===== src/rtl/pwm_capture.sv =====
// Complementary gate-pair monitor: measures period, high time and dead times in MClk cycles.
// Optional glitch filter on the synchronised inputs is enabled with `define PWM_CAP_FILTER_EN.
module pwm_capture #(
    parameter int BIT_WIDTH = 16,
    parameter int FilterLen = 3
) (
    input  logic                 MClk,
    input  logic                 RstN,
    input  logic                 Enable,
    input  logic                 ClearFault,
    input  logic                 SHi,
    input  logic                 SLo,
    output logic [BIT_WIDTH-1:0] Period,
    output logic [BIT_WIDTH-1:0] HighTime,
    output logic [BIT_WIDTH-1:0] DeadRise,
    output logic [BIT_WIDTH-1:0] DeadFall,
    output logic                 Valid,
    output logic                 ShootThrough,
    output logic                 Timeout
);

    typedef enum logic {
        WAIT_FIRST = 1'b0,
        RUN        = 1'b1
    } state_t;

    localparam logic [BIT_WIDTH-1:0] CNT_ONE = BIT_WIDTH'(1);

    function automatic logic [BIT_WIDTH-1:0] sat_inc(input logic [BIT_WIDTH-1:0] v);
        return (v == '1) ? v : v + CNT_ONE;
    endfunction

    state_t               r_state;
    state_t               w_state_nxt;
    logic                 r_shi_p0, r_shi_p1, r_slo_p0, r_slo_p1;
    logic                 w_hs, w_ls;
    logic                 r_hs_d, r_ls_d;
    logic                 w_hs_rise, w_ls_rise;
    logic                 w_capture, w_df_capture, w_timeout_evt, w_both_on;
    logic [BIT_WIDTH-1:0] r_per_cnt, r_hi_cnt, r_dt_cnt;
    logic [BIT_WIDTH-1:0] r_period, r_high, r_dead_rise, r_dead_fall;
    logic                 r_valid, r_shoot, r_timeout;

    // Two-flop synchronisers for the asynchronous gate signals
    always_ff @(posedge MClk or negedge RstN) begin
        if (!RstN) begin
            r_shi_p0 <= 1'b0;
            r_shi_p1 <= 1'b0;
            r_slo_p0 <= 1'b0;
            r_slo_p1 <= 1'b0;
        end else begin
            r_shi_p0 <= SHi;
            r_shi_p1 <= r_shi_p0;
            r_slo_p0 <= SLo;
            r_slo_p1 <= r_slo_p0;
        end
    end

`ifdef PWM_CAP_FILTER_EN
    localparam logic [3:0] FLT_MAX = 4'(FilterLen - 1);

    logic       r_hs_flt, r_ls_flt;
    logic [3:0] r_hs_fcnt, r_ls_fcnt;

    // Filtered level follows the synced input only after FilterLen consecutive differing cycles
    always_ff @(posedge MClk or negedge RstN) begin
        if (!RstN) begin
            r_hs_flt  <= 1'b0;
            r_ls_flt  <= 1'b0;
            r_hs_fcnt <= '0;
            r_ls_fcnt <= '0;
        end else begin
            if (r_shi_p1 != r_hs_flt) begin
                if (r_hs_fcnt == FLT_MAX) begin
                    r_hs_flt  <= r_shi_p1;
                    r_hs_fcnt <= '0;
                end else begin
                    r_hs_fcnt <= r_hs_fcnt + 4'd1;
                end
            end else begin
                r_hs_fcnt <= '0;
            end
            if (r_slo_p1 != r_ls_flt) begin
                if (r_ls_fcnt == FLT_MAX) begin
                    r_ls_flt  <= r_slo_p1;
                    r_ls_fcnt <= '0;
                end else begin
                    r_ls_fcnt <= r_ls_fcnt + 4'd1;
                end
            end else begin
                r_ls_fcnt <= '0;
            end
        end
    end

    assign w_hs = r_hs_flt;
    assign w_ls = r_ls_flt;
`else
    logic w_unused_flt;
    assign w_unused_flt = (FilterLen != 0);
    assign w_hs         = r_shi_p1;
    assign w_ls         = r_slo_p1;
`endif

    always_ff @(posedge MClk or negedge RstN) begin
        if (!RstN) begin
            r_hs_d <= 1'b0;
            r_ls_d <= 1'b0;
        end else begin
            r_hs_d <= w_hs;
            r_ls_d <= w_ls;
        end
    end

    assign w_hs_rise    = w_hs & ~r_hs_d;
    assign w_ls_rise    = w_ls & ~r_ls_d;
    assign w_both_on    = w_hs & w_ls;
    assign w_df_capture = Enable && (r_state == RUN) && w_ls_rise;

    always_ff @(posedge MClk or negedge RstN) begin
        if (!RstN) r_state <= WAIT_FIRST;
        else       r_state <= w_state_nxt;
    end

    always_comb begin
        w_state_nxt   = r_state;
        w_capture     = 1'b0;
        w_timeout_evt = 1'b0;
        if (!Enable) begin
            w_state_nxt = WAIT_FIRST;
        end else begin
            case (r_state)
                WAIT_FIRST: if (w_hs_rise) w_state_nxt = RUN;
                RUN: begin
                    if (w_hs_rise) begin
                        w_capture = 1'b1;
                    end else if (r_per_cnt == '1) begin
                        w_timeout_evt = 1'b1;
                        w_state_nxt   = WAIT_FIRST;
                    end
                end
                default: w_state_nxt = WAIT_FIRST;
            endcase
        end
    end

    // Measurement counters; an hs rise restarts a period with its first cycle already counted
    always_ff @(posedge MClk or negedge RstN) begin
        if (!RstN) begin
            r_per_cnt <= '0;
            r_hi_cnt  <= '0;
            r_dt_cnt  <= '0;
        end else if (!Enable || w_timeout_evt) begin
            r_per_cnt <= '0;
            r_hi_cnt  <= '0;
            r_dt_cnt  <= '0;
        end else if (r_state == WAIT_FIRST) begin
            r_per_cnt <= w_hs_rise ? CNT_ONE : '0;
            r_hi_cnt  <= w_hs_rise ? CNT_ONE : '0;
            r_dt_cnt  <= '0;
        end else begin
            r_per_cnt <= w_hs_rise ? CNT_ONE : sat_inc(r_per_cnt);
            if (w_hs_rise)  r_hi_cnt <= CNT_ONE;
            else if (w_hs)  r_hi_cnt <= sat_inc(r_hi_cnt);
            r_dt_cnt  <= (!w_hs && !w_ls) ? sat_inc(r_dt_cnt) : '0;
        end
    end

    always_ff @(posedge MClk or negedge RstN) begin
        if (!RstN) begin
            r_period    <= '0;
            r_high      <= '0;
            r_dead_rise <= '0;
            r_dead_fall <= '0;
            r_valid     <= 1'b0;
            r_shoot     <= 1'b0;
            r_timeout   <= 1'b0;
        end else begin
            r_valid <= w_capture;
            if (w_capture) begin
                r_period    <= r_per_cnt;
                r_high      <= r_hi_cnt;
                r_dead_rise <= r_dt_cnt;
            end
            if (w_df_capture) r_dead_fall <= r_dt_cnt;
            if (w_both_on)       r_shoot <= 1'b1;
            else if (ClearFault) r_shoot <= 1'b0;
            if (w_timeout_evt)   r_timeout <= 1'b1;
            else if (ClearFault) r_timeout <= 1'b0;
        end
    end

    assign Period       = r_period;
    assign HighTime     = r_high;
    assign DeadRise     = r_dead_rise;
    assign DeadFall     = r_dead_fall;
    assign Valid        = r_valid;
    assign ShootThrough = r_shoot;
    assign Timeout      = r_timeout;

endmodule

===== config.mk =====
export PLATFORM = sky130hd
export DESIGN_NAME = pwm_capture
export DESIGN_NICKNAME = d
export VERILOG_FILES = /design/src/rtl/pwm_capture.sv
export SDC_FILE = /design/constraint.sdc
export NUM_CORES = 1
export LEC_CHECK = 0
export ABC_AREA = 1
export BUFFER_PORTS_ARGS = -buffer_cell sky130_fd_sc_hd__buf_2
export CELL_PAD_IN_SITES_DETAIL_PLACEMENT = 0
export CELL_PAD_IN_SITES_GLOBAL_PLACEMENT = 1
export CORE_ASPECT_RATIO = 1.75
export CORE_UTILIZATION = 43
export DETAILED_ROUTE_END_ITERATION = 8
export MAX_ROUTING_LAYER = met4
export PLACE_DENSITY = 0.83
export SLEW_MARGIN = 20
export SYNTH_ARGS = -nofsm -noshare
export SYNTH_HDL_FRONTEND = slang
export SYNTH_SLANG_ARGS = --single-unit

===== constraint.sdc =====
create_clock -name MClk -period 2.15 [get_ports MClk]
set_input_delay 0.1075 -clock MClk [delete_from_list [all_inputs] [get_ports MClk]]
set_output_delay 0.1075 -clock MClk [all_outputs]
set_load 0.01 [all_outputs]

Word level (Yosys, flattened, before mapping)
Index checks and enable logic that the tools add are counted.

Input port bits: 6. Word-level logic and storage cells: 71. Memories kept: 0. Bits in read-only memories: 0. Latch bits: 0. RAM bits: 0. Flip-flop bits (word level): 122. Output and inout bits: 67.

Equality and inequality tests: 7. $mul: 0. Div/mod/pow operators: 0. Bitwise gates (word level): 6. Reduce and logical (&&, ||, !) cells: 10. Order comparisons: 0. Mux-type cells: 28. Add/subtract/negate cells: 3. Shifts and indexed selects: 0.

Operators by type and width (number): 16-bit two-way mux (13); 16-bit by 1-bit adder with 16-bit output, second input constant (3); 16-bit == test, second input constant (3); 1-bit two-way mux (14); 4-bit != test, second input constant (2); 4-bit by 1-bit != test with 1-bit output, second input constant (1); 4-bit by 3-bit != test with 1-bit output, second input constant (1); 2-bit nonzero test (2); 1-bit AND (3); 1-bit logical AND (3); 1-bit zero test (3); 1-bit inverter (3); 1-bit case mux with 2 select lines (1); 2-bit AND reduction (1); 1-bit logical OR (1).

Logic depth before layout (Yosys ltp)
Depth in word-level cells: 8. Gate-level depth with buffers: 11. Mapped depth without buffers: 11.

Least setup slack after synthesis
No wires, ideal clock.

Path kind: register -> register. Start point: register r_per_cnt[0]. End point: register r_dt_cnt[2]. Period minus slack after synthesis: 1.517 ns. Required time: 2.023 ns. Setup slack: 0.633 ns. Stages on the path, launching flop included: 10. Arrival time: 1.390 ns. Path buffers: 1. Setup time: 0.127 ns. Cell sequence: dfrtp_1 ha_1 nand3_2 nor3_4 nand2_4 nand2_4 nor2_4 nand2_4 buf_4 o21ai_0.

Cells in the longest elaborated chain, start to end: 7. Elaborated cells on any way between the ends: 8. Classes of those cells: eq/ne: 2; mux: 5; reduce/logical: 1.

Ends and longest elaborated chain: start: declaration (line 40) `logic [BIT_WIDTH-1:0] r_per_cnt, r_hi_cnt, r_dt_cnt;`; start signal: assignment (line 158) `r_per_cnt <= w_hs_rise ? CNT_ONE : '0;`; start signal: assignment (line 162) `r_per_cnt <= w_hs_rise ? CNT_ONE : sat_inc(r_per_cnt);`; 16-bit == test (*) (line 137) `end else if (r_per_cnt == '1) begin`; 1-bit two-way mux (*) (line 137); 1-bit two-way mux (*) (line 135) `if (w_hs_rise) begin`; 1-bit two-way mux (*) (line 132) `case (r_state)`; 1-bit two-way mux (*) (line 129) `if (!Enable) begin`; 1-bit logical OR (*) (line 153) `end else if (!Enable || w_timeout_evt) begin`; 4-bit != test (no source line) or 16-bit two-way mux (tied branches); end signal: assignment (line 165) `r_dt_cnt <= (!w_hs && !w_ls) ? sat_inc(r_dt_cnt) : '0;`; end: declaration (line 40).

Mark *: on every way between the ends. The rest lies on a longest branch, timed or not. A chain may end at the register's enable or synchronous reset.

Final worst setup path
Start point: register r_per_cnt[1]. End point: register r_dt_cnt[13].

The elaborated chain is that of the path after synthesis.

==> qor.yml <==
cells_and_area:
  numnets_final: 735
  area_overhead_of_the_layout_relative_to_synthesis_pct: 21.93
  final_cell_area_sq_mm: 0.006706
  layout.cells.most_common: "sky130_fd_sc_hd__nand2_1"
  drive_gt1_share_pct: 18.56
  antennaDiodeCount: 0
  leading_cell_types_in_the_layout_fill_and_taps_excluded: "sky130_fd_sc_hd__nand2_1 (194), sky130_fd_sc_hd__dfrtp_1 (122), sky130_fd_sc_hd__buf_2 (71), sky130_fd_sc_hd__inv_1 (59), sky130_fd_sc_hd__nor2_1 (59)"
  num-fill-cells: 1197
  fin_cells: 906
run_status:
  run_status: "finished clean"
floorplan:
  top_level_i_o_count: 73
  fp.coreArea_sq_mm: 0.01250
  starting_density_of_the_core_pct: 44.00
  fp-row-count: 54
  chipWidth_um: 87.50
  dieHeight_um: 151.6
  fp.dieArea_sq_mm: 0.01327
sta:
  rsz0062_at_grt: "no"
  max_slew.worst_pin.slew_ns: 0.6422
  report.final.setup_viol: 0
  fin_tns_setup_ns: 0
  relSlewSlack_pct: 57.19
  timing_max_transition_violations_final: 0
  timing_hold_violations_final: 0
  min_period_over_period_pct: 82.79
  clock_skew_ns: 0.005851
  final_period_minus_worst_setup_slack_ns: 1.780
  timing.final.ws_setup_ns: 0.3700
  fmax_mhz: 561.8
worst_setup_path:
  crit_required_ns: 2.43
  crit_buf_inv: 0
  crit_path_max_incr_delay_ns: 0.39
  setup.worst_path.end_class: "flop"
  worst_ep_arrival_time_ns: 2.06
  crit_type: "reg2reg"
  worst_path_max_delay_cell: "sky130_fd_sc_hd__dfrtp_1"
  critical_path.top_delay_family: "simple AND/OR/NAND/NOR gates"
  worstPathCellList: "ha_1 -> nand3_2 -> nor3_4 -> nand2_4 -> nand2_4 -> nor2_4 -> nand2_1 -> o21ai_0"
  timing.critical_path.fanout_max: 9
  critical-path-top-cell-by-count: "sky130_fd_sc_hd__nand2_4"
  startpoint_type: "flop"
route:
  detailedRoute.firstIterationViolations: 259
  wl_um: 12600
  vias_per_cell: 4.948
  detail-route-antenna-nets: 0
  detail_route.drc_violations: 0
  dr_total_vias: 4483
  detail_route.first_pass.iterations: 4
  wl_per_cell_um: 13.91
synth:
  synth.top_cells.by_area: "sky130_fd_sc_hd__dfrtp_1 (56%), sky130_fd_sc_hd__nand2_1 (13%), sky130_fd_sc_hd__o21ai_0 (5.1%)"
  synth_fp_nets: 651
  syn-cell-area_sq_mm: 0.005500
  post_synth_inst_count: 642
  synth-seq-area-share_pct: 55.51
  yosysTopAreaCell: "sky130_fd_sc_hd__dfrtp_1"
  synth_unique_cells: 34
  synth-warning-count: 0
  post_synth.cell_area_avg_sq_um: 8.567
  synth_largest_type_area_fraction_pct: 55.51
  synth.ff_latch_count: 122
global_routing:
  grt_antenna_before_repair: 0
  grt_start_max_net_pins: 123
  grt_usage_pct: 22.10
  grt_overflow: 0
  grt_pass1_vias: 4661
  wire_length_of_the_first_global_routing_pass_um: 21630
power:
  post_layout_total_power_mw: 5.406
  power_density_mw_per_mm2: 806.1
  vdd_ir_drop_max_uv: 567.6
  static-leakage-power_nw: 3.279
clocking:
  clk_pin_slew_ns: 0.06
  clock_insertion_delay_at_the_later_pin_of_the_skew_report_ns: 0.41
  root_buffer: "sky130_fd_sc_hd__clkbuf_16"
  cts_buffers: 17
  cts_max_path_bufs: 2
  clock-sinks: 122
  cts_setup_buffers: 0
  tritoncts: "done"
  cts_htree_levels: 4
flow_run:
  maxCapViolCount: 0
placed_design:
  hpwlAfterDp_um: 8973
  post_placement_cell_area_sq_mm: 0.006063
  numPortBuffers: 72
  gpl.final_weighted_congestion: 0.8962
  place_ws_ns: 0.3677
  placedCellCount: 871
worst_hold_path:
  worstHoldPathType: "in2reg"
[where the power goes]
group          internal (mW)  switching [mW]  leakage (nW)
Combinational         0.0437           0.116          1.31
Sequential              2.32          0.0141          1.69
Clock                   1.88            1.03         0.282
Total                   4.24            1.17          3.28
[registers in the layout, summed over array words and instances, names as in the netlist, 16 cells and up]
name / count
r_hi_cnt: 16
DeadFall: 16
DeadRise: 16
Period: 16
r_dt_cnt: 16
r_per_cnt: 16
HighTime: 16
[cells by family after synthesis]
logic type	synth area share [%]
adders and majority gates	0.6825
AOI/OAI and AO/OA	9.441
DFF	55.51
buffers and inverters	6.506
and+or+nand+nor	24.68
xor gates and xnor gates	3.185
[final timing paths]
kind                              start           end  slack, ns  depth (start not counted)
max                        r_per_cnt[1]  r_dt_cnt[13]       0.37                          8
min                              Enable       r_state        0.1                          3
max reg2reg                r_per_cnt[1]  r_dt_cnt[13]       0.37                          8
min reg2reg                    r_shi_p0      r_shi_p1       0.36                          0
max in group asynchronous          RstN   r_hi_cnt[6]       1.34                          3
min in group asynchronous          RstN   DeadFall[2]       0.34                          3
[worst min-delay path: stages]
cell and delay [ns]:
sky130_fd_sc_hd__buf_2 0.15, sky130_fd_sc_hd__nand2_4 0.13, sky130_fd_sc_hd__a21oi_1 0.07
[cells in the mapped netlist (all sizes together)]
cell	instances
nand3b	1
clkbuf	4
nor3b	1
dfrtp	122
nor4	1
nand3	31
nor3	10
buf	17
a21oi	7
ha	3
nand4	9
o21ai	86
inv	62
a31oi	1
o22ai	1
nor2	63
xor2	19
nand2	201
o21a	1
a211oi	1
xnor2	1
[what timing repair did]
| action | 4_1_cts | 5_1_grt |
|---|---|---|
| hold buffers | 4 | 0 |
| endpoints found under the hold margin | 126 | 0 |
| gates resized for setup | 0 | 0 |
| endpoints found under the setup margin | 0 | 0 |
[per-layer routing]
metal,routed length (um),up-vias,GRT usage [%]
li1,-,2219,-
met1,4859,2124,23.20
met2,6954,111,39.02
met3,452,29,4.442
met4,335,0,10.74
met5,0,-,-
[metrics by stage]
stage	utilization, %	hold WS, ns
global route	53.65	0.1038
global placement	48.51	0.2160
floorplan	-	-0.1881
CTS	53.65	0.08353
finish	53.65	0.09598
detailed placement	48.51	0.2200
[area by class of cell]
cell class	count	area (sq um)	share of cell area, %
multi-input cells	437	2090	31.16
repair buffers	86	515.5	7.687
clock buffers	21	460.4	6.866
inverters	62	235.2	3.507
well taps	168	210.2	3.134
clock inverters	10	142.6	2.127
flip-flops and latches	122	3053	45.52
Note: power is estimated with default switching activity, not from simulation.
